### config.mk
export PLATFORM = sky130hd
export DESIGN_NAME = uart_tx
export DESIGN_NICKNAME = d
export VERILOG_FILES = /design/src/rtl/uart_pkg.sv /design/src/rtl/uart_baud_cnt.sv /design/src/rtl/uart_tx.sv
export SDC_FILE = /design/constraint.sdc
export NUM_CORES = 1
export LEC_CHECK = 0
export BUFFER_PORTS_ARGS = -buffer_cell sky130_fd_sc_hd__buf_2
export CORE_ASPECT_RATIO = 0.6
export CORE_MARGIN = 3
export CORE_UTILIZATION = 52
export DETAILED_ROUTE_END_ITERATION = 8
export PLACE_DENSITY_LB_ADDON = 0.25
export SYNTH_ARGS = -nofsm -noshare
export SYNTH_HDL_FRONTEND = slang
export SYNTH_SLANG_ARGS = --single-unit
### constraint.sdc
create_clock -name clk -period 2 [get_ports clk]
set_input_delay 0.2 -clock clk [delete_from_list [all_inputs] [get_ports clk]]
set_output_delay 0.2 -clock clk [all_outputs]
set_load 0.05 [all_outputs]
### src/rtl/uart_pkg.sv
// uart_pkg: state encoding, parity modes and defaults shared by the UART TX and RX paths.
package uart_pkg;

    typedef enum logic [2:0] {
        IDLE,
        START,
        DATA,
        PARITY,
        STOP
    } uart_state_e;

    localparam int PAR_NONE = 0;
    localparam int PAR_ODD  = 1;
    localparam int PAR_EVEN = 2;

    localparam int CLKS_PER_BIT_DEF = 434;

endpackage

### src/rtl/uart_baud_cnt.sv
// uart_baud_cnt: bit-period down-counter; tick marks the last cycle of a bit period.
module uart_baud_cnt #(
    parameter int CLKS_PER_BIT = 434
) (
    input  logic clk,
    input  logic reset,
    input  logic load,
    input  logic en,
    output logic tick
);

    localparam int W = (CLKS_PER_BIT > 1) ? $clog2(CLKS_PER_BIT) : 1;
    localparam logic [W-1:0] TOP = W'(CLKS_PER_BIT - 1);

    logic [W-1:0] cnt_q, cnt_d;

    assign tick = (cnt_q == '0);

    always_comb begin
        cnt_d = load ? TOP : !en ? cnt_q : tick ? TOP : cnt_q - 1'b1;
    end

    always_ff @(posedge clk) begin
        if (reset) cnt_q <= '0;
        else       cnt_q <= cnt_d;
    end

endmodule

### src/rtl/uart_tx.sv
// uart_tx: serializes handshaked bytes onto tx as start, LSB-first data, optional parity, stop bits.
module uart_tx import uart_pkg::*; #(
    parameter int CLKS_PER_BIT = CLKS_PER_BIT_DEF,
    parameter int DATA_BITS    = 8,
    parameter int PARITY       = PAR_NONE,
    parameter int STOP_BITS    = 1
) (
    input  logic       clk,
    input  logic       reset,
    input  logic       tx_valid,
    output logic       tx_ready,
    input  logic [7:0] tx_data,
    output logic       tx
);

    if (CLKS_PER_BIT < 2 || DATA_BITS < 5 || DATA_BITS > 8 || PARITY < 0 || PARITY > 2 ||
        STOP_BITS < 1 || STOP_BITS > 2) begin : g_bad_params
        $error("uart_tx: illegal parameter combination");
    end

    localparam logic [2:0] LAST_DATA = 3'(DATA_BITS - 1);
    localparam logic [2:0] LAST_STOP = 3'(STOP_BITS - 1);

    uart_state_e          state_q, state_d;
    logic [DATA_BITS-1:0] shift_q, shift_d;
    logic [2:0]           bit_idx_q, bit_idx_d;
    logic                 par_q, par_d;
    logic                 tx_q, tx_d;
    logic                 ready_q, ready_d;
    logic                 hs, tick;

    assign hs       = tx_valid && ready_q;
    assign tx       = tx_q;
    assign tx_ready = ready_q;

    uart_baud_cnt #(.CLKS_PER_BIT(CLKS_PER_BIT)) u_baud (
        .clk   (clk),
        .reset (reset),
        .load  (hs),
        .en    (state_q != IDLE),
        .tick  (tick)
    );

    always_ff @(posedge clk) begin
        if (reset) begin
            state_q   <= IDLE;
            shift_q   <= '0;
            bit_idx_q <= '0;
            par_q     <= 1'b0;
            tx_q      <= 1'b1;
            ready_q   <= 1'b1;
        end else begin
            state_q   <= state_d;
            shift_q   <= shift_d;
            bit_idx_q <= bit_idx_d;
            par_q     <= par_d;
            tx_q      <= tx_d;
            ready_q   <= ready_d;
        end
    end

    always_comb begin
        state_d = state_q;
        case (state_q)
            IDLE:             if (hs) state_d = START;
            START:            if (tick) state_d = DATA;
            DATA:             if (tick && bit_idx_q == LAST_DATA)
                                  state_d = (PARITY != PAR_NONE) ? uart_pkg::PARITY : STOP;
            uart_pkg::PARITY: if (tick) state_d = STOP;
            STOP:             if (tick && bit_idx_q == LAST_STOP) state_d = IDLE;
            default:          state_d = IDLE;
        endcase
    end

    // Outputs are computed from the next state so tx and tx_ready come straight from flops.
    always_comb begin
        shift_d   = hs ? tx_data[DATA_BITS-1:0] : (state_q == DATA && tick) ? shift_q >> 1 : shift_q;
        par_d     = hs ? (^tx_data[DATA_BITS-1:0]) ^ (PARITY == PAR_ODD) : par_q;
        bit_idx_d = (tick && state_q != IDLE) ? ((state_d == state_q) ? bit_idx_q + 3'd1 : 3'd0) : bit_idx_q;
        tx_d      = (state_d == START)            ? 1'b0 :
                    (state_d == DATA)             ? shift_d[0] :
                    (state_d == uart_pkg::PARITY) ? par_q : 1'b1;
        ready_d   = (state_d == IDLE);
    end

endmodule

-- After elaboration in Yosys (flattened, before gate mapping)
Cells that the tools add are included.
- shift operators: 0
- $add $sub $neg: 2
- divide/modulo/power cells: 0
- $lt $le $gt $ge: 0
- multiplexer cells: 15
- equal/unequal tests: 9
- reduce and logical (&&, ||, !) cells: 14
- $mul: 0
- bitwise operators: 0
- operator list (kind ; number):
    9-bit 2-to-1 mux ; 3
    3-bit 2-to-1 mux ; 6
    8-bit 2-to-1 mux ; 2
    3-bit one-hot mux with 5 select lines ; 1
    3-bit by 2-bit equality test with 1-bit output, second input constant ; 4
    3-bit logical NOT ; 3
    9-bit logical NOT ; 1
    9-bit by 1-bit subtractor with 9-bit output, second input constant ; 1
    8-bit XOR reduction ; 1
    3-bit by 1-bit equality test with 1-bit output, second input constant ; 2
    3-bit equality test, second input constant ; 2
    1-bit logical AND ; 5
    2-bit nonzero test ; 2
    3-bit by 1-bit adder with 3-bit output, second input constant ; 1
    3-bit equality test ; 1
    1-bit 2-to-1 mux ; 3
    3-bit nonzero test ; 1
    2-bit OR reduction ; 1
- bits in read-only memories: 0
- logic and storage cells: 49
- latch bits: 0
- bits in writable memories: 0
- input port bits: 11
- register bits: 26
- output and inout bits: 2
- memories: 0

-- Logic depth before layout (Yosys ltp)
- word-level depth: 8
- mapped depth: 7
- mapped depth without buffers: 7

-- Hierarchy
Synthesis repeated with hierarchy kept, for this count alone.
- cell total of the unflattened synthesis: 145
- area total of the unflattened synthesis: 1373.8 um^2
- modules (own cells, without submodules) (module ; area each (um^2) ; sequential area each (um^2) ; cells an instance ; times used):
    uart_tx ; 895.9 ; 340.3 ; 92 ; 1
    uart_baud_cnt ; 478.0 ; 180.2 ; 53 ; 1

-- Worst setup path after synthesis
Ideal clock, no wire load.
- kind: register -> register
- from: register u_baud.cnt_q[0]
- to: register tx_q (netlist: tx)
- arrival time: 2.020 ns
- path slack: -0.153 ns
- stages on the path, launching flop included: 8
- path buffers: 0
- clock period less this slack: 2.153 ns
- required time: 1.867 ns
- library setup time: 0.133 ns
- path through: dfxtp_1 inv_1 ha_1 or4b_1 nor4_4 o211a_1 o21a_1 o221ai_1
- cells in the longest elaborated chain, start to end: 8
- elaborated cells between the ends (all ways): 17
- those cells by class: eq/ne (3); mux (10); reduce/logical (4)
- ends and longest elaborated chain (what ; line ; RTL):
    from (decl) ; uart_baud_cnt.sv:15 ; logic [W-1:0] cnt_q, cnt_d;
    from (signal assigned) ; uart_baud_cnt.sv:25 ; else cnt_q <= cnt_d;
    9-bit logical NOT (*) ; uart_baud_cnt.sv:17 ; assign tick = (cnt_q == '0);
    1-bit logical AND, on equally long branches ; uart_tx.sv:70, uart_tx.sv:67 ;
    3-bit 2-to-1 mux, on equally long branches ; uart_tx.sv:70, uart_tx.sv:67 ;
    3-bit one-hot mux with 5 select lines ; uart_tx.sv:64 ; case (state_q)
    3-bit by 2-bit equality test with 1-bit output ; uart_tx.sv:82 ; (state_d == uart_pkg::PARITY) ? par_q : 1'b1;
    1-bit 2-to-1 mux ; uart_tx.sv:82 ;
    1-bit 2-to-1 mux ; uart_tx.sv:81 ; (state_d == DATA) ? shift_d[0] :
    1-bit 2-to-1 mux (*) ; uart_tx.sv:80 ; tx_d = (state_d == START) ? 1'b0 :
    to (signal assigned) ; uart_tx.sv:57 ; tx_q <= tx_d;
    to (decl) ; uart_tx.sv:28 ; logic tx_q, tx_d;
Mark *: on every way between the ends. The rest lies on a longest branch, timed or not. The select of a mux whose other input is x is not followed.
A chain may end at the register's enable or synchronous reset.

-- Worst setup path in the final report
- from: register u_baud.cnt_q[0]
- to: register shift_q[6]
- cells in the longest elaborated chain, start to end: 3
- ends and longest elaborated chain (what ; line ; RTL):
    9-bit logical NOT ; uart_baud_cnt.sv:17 ;
    1-bit logical AND ; uart_tx.sv:77 ; shift_d = hs ? tx_data[DATA_BITS-1:0] : (state_q == DATA && tick) ? shift_q >> 1 : shift_q;
    2-bit nonzero test (no line) ; -- ;
    to (signal assigned) ; uart_tx.sv:54 ; shift_q <= shift_d;
    to (decl) ; uart_tx.sv:25 ; logic [DATA_BITS-1:0] shift_q, shift_d;
Every way passes these cells.

==> metrics.md <==
| Metric | Value |
|---|---|
| Status | finished clean |
| Via density | 6.11 |
| Synthesis-to-finish area growth | 16.8% |
| Fmax | 507 MHz |
| Worst Hold Class | input port to flop |
| Critical Path Start Type | flop |
| Reg2Reg Launch Point | u_baud.cnt_q[0]$_SDFFE_PP0P_ |
| Power per cell area | 892 nW/um^2 |
| CP max FO | 5 |
| Average size of a mapped cell | 8.50 um^2 |
| Fillers | 173 |
| Clk slew on worst S/H paths | 0.09 ns |
| R2R Setup Slk | 0.03 ns |
| CP endpoint kind | flop |
| FF-to-FF End | shift_q[6]$_SDFFE_PP0P_ |
| DP HPWL | 2560 um |
| Nets | 197 |
| Post-Synthesis Cells | 165 |
| NetSw | 450 uW |
| Sequential area share after synthesis | 37.1% |
| Core ar. | 2360 um^2 |
| Antenna viol nets, final | 0 |
| Comb pwr share | 27.7% |
| Number of global-route vias before repair | 1214 |
| Total global-route track usage | 22.4% |
| Max cap viols | 0 |
| Yosys cell types | 43 |
| Clk sinks | 26 |
| Die X-Extent | 73.1 um |
| Endpoints failing setup | 0 |
| Min Tclk post-route | 1.97 ns |
| Router iterations before antenna repair | 6 |
| Die footprint | 3380 um^2 |
| Critical Path RT | 2.15 ns |
| CP Class | flop to flop |
| CTS tree | done |
| Hold depth | 3 |
| First-pass GRT wire length | 5750 um |
| End point of the critical path | shift_q[6]$_SDFFE_PP0P_ |
| Placer's final routability congestion estimate | 0.926 |
| Initial core utilization | 59.5% |
| Fraction of final layout cells sized beyond drive strength 1 | 23.3% |
| Hold buffers post-CTS | 0 |
| Via count | 1284 |
| Fin area | 1640 um^2 |
| Ratio of final minimum period to clock period | 98.7% |
| Mapped Area | 1400 um^2 |
| Worst setup startpoint | u_baud.cnt_q[0]$_SDFFE_PP0P_ |
| Switching power share of the total | 30.8% |
| Count of pins over their slew limit | 0 |
| Final hold vios | 0 |
| DR iter-0 viols | 150 |
| Remaining DRCs | 0 |
| Critical path arrival | 2.13 ns |
| # IOs | 13 |
| Placed cell area | 1520 um^2 |
| Clk root buf | clkbuf_8 |
| Leak Pwr | 0.624 nW |
| Clock share of power | 29.6% |
| ANT cells | 0 |
| Cell Rows | 13 |
| Die H | 46.2 um |
| Routed len/inst | 16.9 um |
| CTS Buf Count | 3 |
| Initial antenna violation count | 0 |
| Total power | 1.46 mW |
| Syn Nets | 181 |
| Reg2Reg Depth | 7 |
| RSZ-0062 raised after global routing | true |
| Flop pwr share | 42.7% |
| Yosys warning count | 0 |
| Pint | 1.01 mW |
| Slew @ Worst Pin | 0.614 ns |
| GRT overflow | 0 |
| Pin count of the biggest net entering global routing | 23 |
| Clk_lat worst skew | 0.27 ns |
| Yosys reg bits | 26 |
| Rel. slew slack | 58.7% |
| IO buf count | 12 |
| Final wirelength | 3540 um |
| Worst IR Drop VDD | 0.554 mV |
| Clock skew | 0.00572 ns |
| Max H-tree Level | 1 |
| Clock Tree Buf Depth | 2 |
metal layers:
layer	up-vias	GRT usage, %	share of wire (%)	wire length [um]
met1	604	30.7	48	1690
li1	620	-	-	-
met4	0	4.78	0.99	35
met2	54	35.2	45	1590
met5	-	0	0	0
met3	6	6.32	6.7	236
Yosys cell counts:
| library cell | number | share of area (%) |
|---|---|---|
| o311a_2 | 1 | 0.80 |
| nand4_1 | 1 | 0.45 |
| or2_2 | 1 | 0.45 |
| nor4bb_1 | 1 | 0.71 |
| a31o_2 | 1 | 0.62 |
| nor3b_1 | 1 | 0.54 |
| nand3b_1 | 1 | 0.54 |
| or3_1 | 2 | 0.89 |
| o21bai_1 | 1 | 0.54 |
| nand2b_1 | 2 | 0.89 |
| a22oi_1 | 2 | 1.1 |
| o31ai_1 | 1 | 0.54 |
| mux2i_1 | 7 | 5.0 |
| ha_1 | 5 | 4.5 |
| o22ai_1 | 2 | 0.89 |
| a31oi_1 | 2 | 0.89 |
| o21ai_0 | 4 | 1.4 |
| inv_1 | 5 | 1.3 |
| xor2_1 | 1 | 0.62 |
| or4b_1 | 1 | 0.71 |
| buf_6 | 2 | 1.6 |
| nor3_1 | 4 | 1.4 |
| a211oi_1 | 9 | 4.8 |
| a41o_1 | 1 | 0.71 |
| a21oi_1 | 12 | 4.3 |
| or4_4 | 1 | 0.80 |
| buf_1 | 1 | 0.27 |
| o211a_1 | 1 | 0.71 |
| nand3_1 | 2 | 0.71 |
| nor2_1 | 25 | 6.7 |
| nor4_1 | 3 | 1.3 |
| and3_1 | 1 | 0.45 |
| o21ba_2 | 1 | 0.71 |
| dfxtp_1 | 26 | 37 |
| and2_1 | 1 | 0.45 |
| o221ai_1 | 1 | 0.62 |
| nor4_4 | 1 | 1.5 |
| nand2_1 | 11 | 2.9 |
| nor4b_1 | 1 | 0.62 |
| clkbuf_1 | 8 | 2.1 |
| o21a_1 | 1 | 0.54 |
| xnor2_1 | 9 | 5.6 |
| a21boi_0 | 1 | 0.54 |
repair_timing:
action                                  in CTS  in global routing
pin swaps                                    1                  4
resized for setup                            0                  8
endpoints found under the setup margin       2                 17
buffers inserted                             0                  2
endpoints found under the hold margin        0                  0
worst max-delay path, stage by stage (launching register included):
cell and delay, ns:
dfxtp_4 0.37, inv_4 0.07, ha_4 0.12, or4b_4 0.50, nor4_4 0.29, buf_6 0.18, mux2i_2 0.24, a211oi_2 0.09
cell type report:
cell class                 instances  area (um^2)  share of cell area, %
timing repair buffer              22          139                   8.48
clock inverter                     1         30.0                   1.83
sequential                        26          526                   32.1
inverter                           5         23.8                   1.45
multi-input combinational        123          841                   51.3
clock buffer                       3         41.3                   2.52
tap                               30         37.5                   2.29
placed cells by master (no fill, tap or decap), drive strengths merged, types with 3 or more instances in the layout:
master,n
a211oi,9
clkbuf,3
inv,5
nor2,25
nor3,4
nor4,4
a21oi,12
xnor2,9
nand2,11
ha,5
mux2i,7
buf,22
o21ai,4
dfxtp,26
sequential cells by signal (all words and copies together), names as in the netlist:
register,cells
bit_idx_q,3
par_q,1
shift_q,8
state_q,3
tx,1
tx_ready,1
u_baud.cnt_q,9
worst min path at each step:
stage	slack, ns	startpoint	endpoint
3_5_place_dp	0.50	shift_q[7]$_SDFFE_PP0P_	shift_q[7]$_SDFFE_PP0P_
3_3_place_gp	0.48	shift_q[7]$_SDFFE_PP0P_	shift_q[7]$_SDFFE_PP0P_
5_1_grt	0.22	tx_data[7]	shift_q[7]$_SDFFE_PP0P_
2_1_floorplan	0.31	reset	tx$_SDFF_PP1_
6_report	0.22	tx_data[7]	shift_q[7]$_SDFFE_PP0P_
4_1_cts	0.21	tx_data[7]	shift_q[7]$_SDFFE_PP0P_
cell families after synthesis:
family,share of synthesized area [%]
AOI/OAI and AO/OA,19.7
xor gates and xnor gates,6.24
and+or+nand+nor,22.1
adders and majority gates,4.46
buffers and inverters,5.35
DFF,37.1
muxes,5.00
stage by stage:
stage,cells,TNS [ns],worst slack (ns),utilization (%),hold slack (ns)
detailed placement,204,-0.00754,-0.00754,64.6,0.499
finish,210,0,0.0262,69.4,0.218
floorplan,165,-0.0612,-0.0612,-,0.311
global placement,204,0,0.0795,64.6,0.481
CTS,208,0,0.00468,67.6,0.214
global route,210,-0.0732,-0.0347,69.4,0.220
power groups by stage:
stage                     combinational [mW]  clock, mW  sequential, mW
after global routing                   0.435      0.459           0.631
final                                  0.404      0.433           0.624
after detailed placement               0.372          0           0.631
after floorplan                        0.275          0           0.633
after global placement                 0.359          0           0.627
after CTS                              0.376      0.437           0.621
No activity file was read; power rests on OpenSTA's default activity.
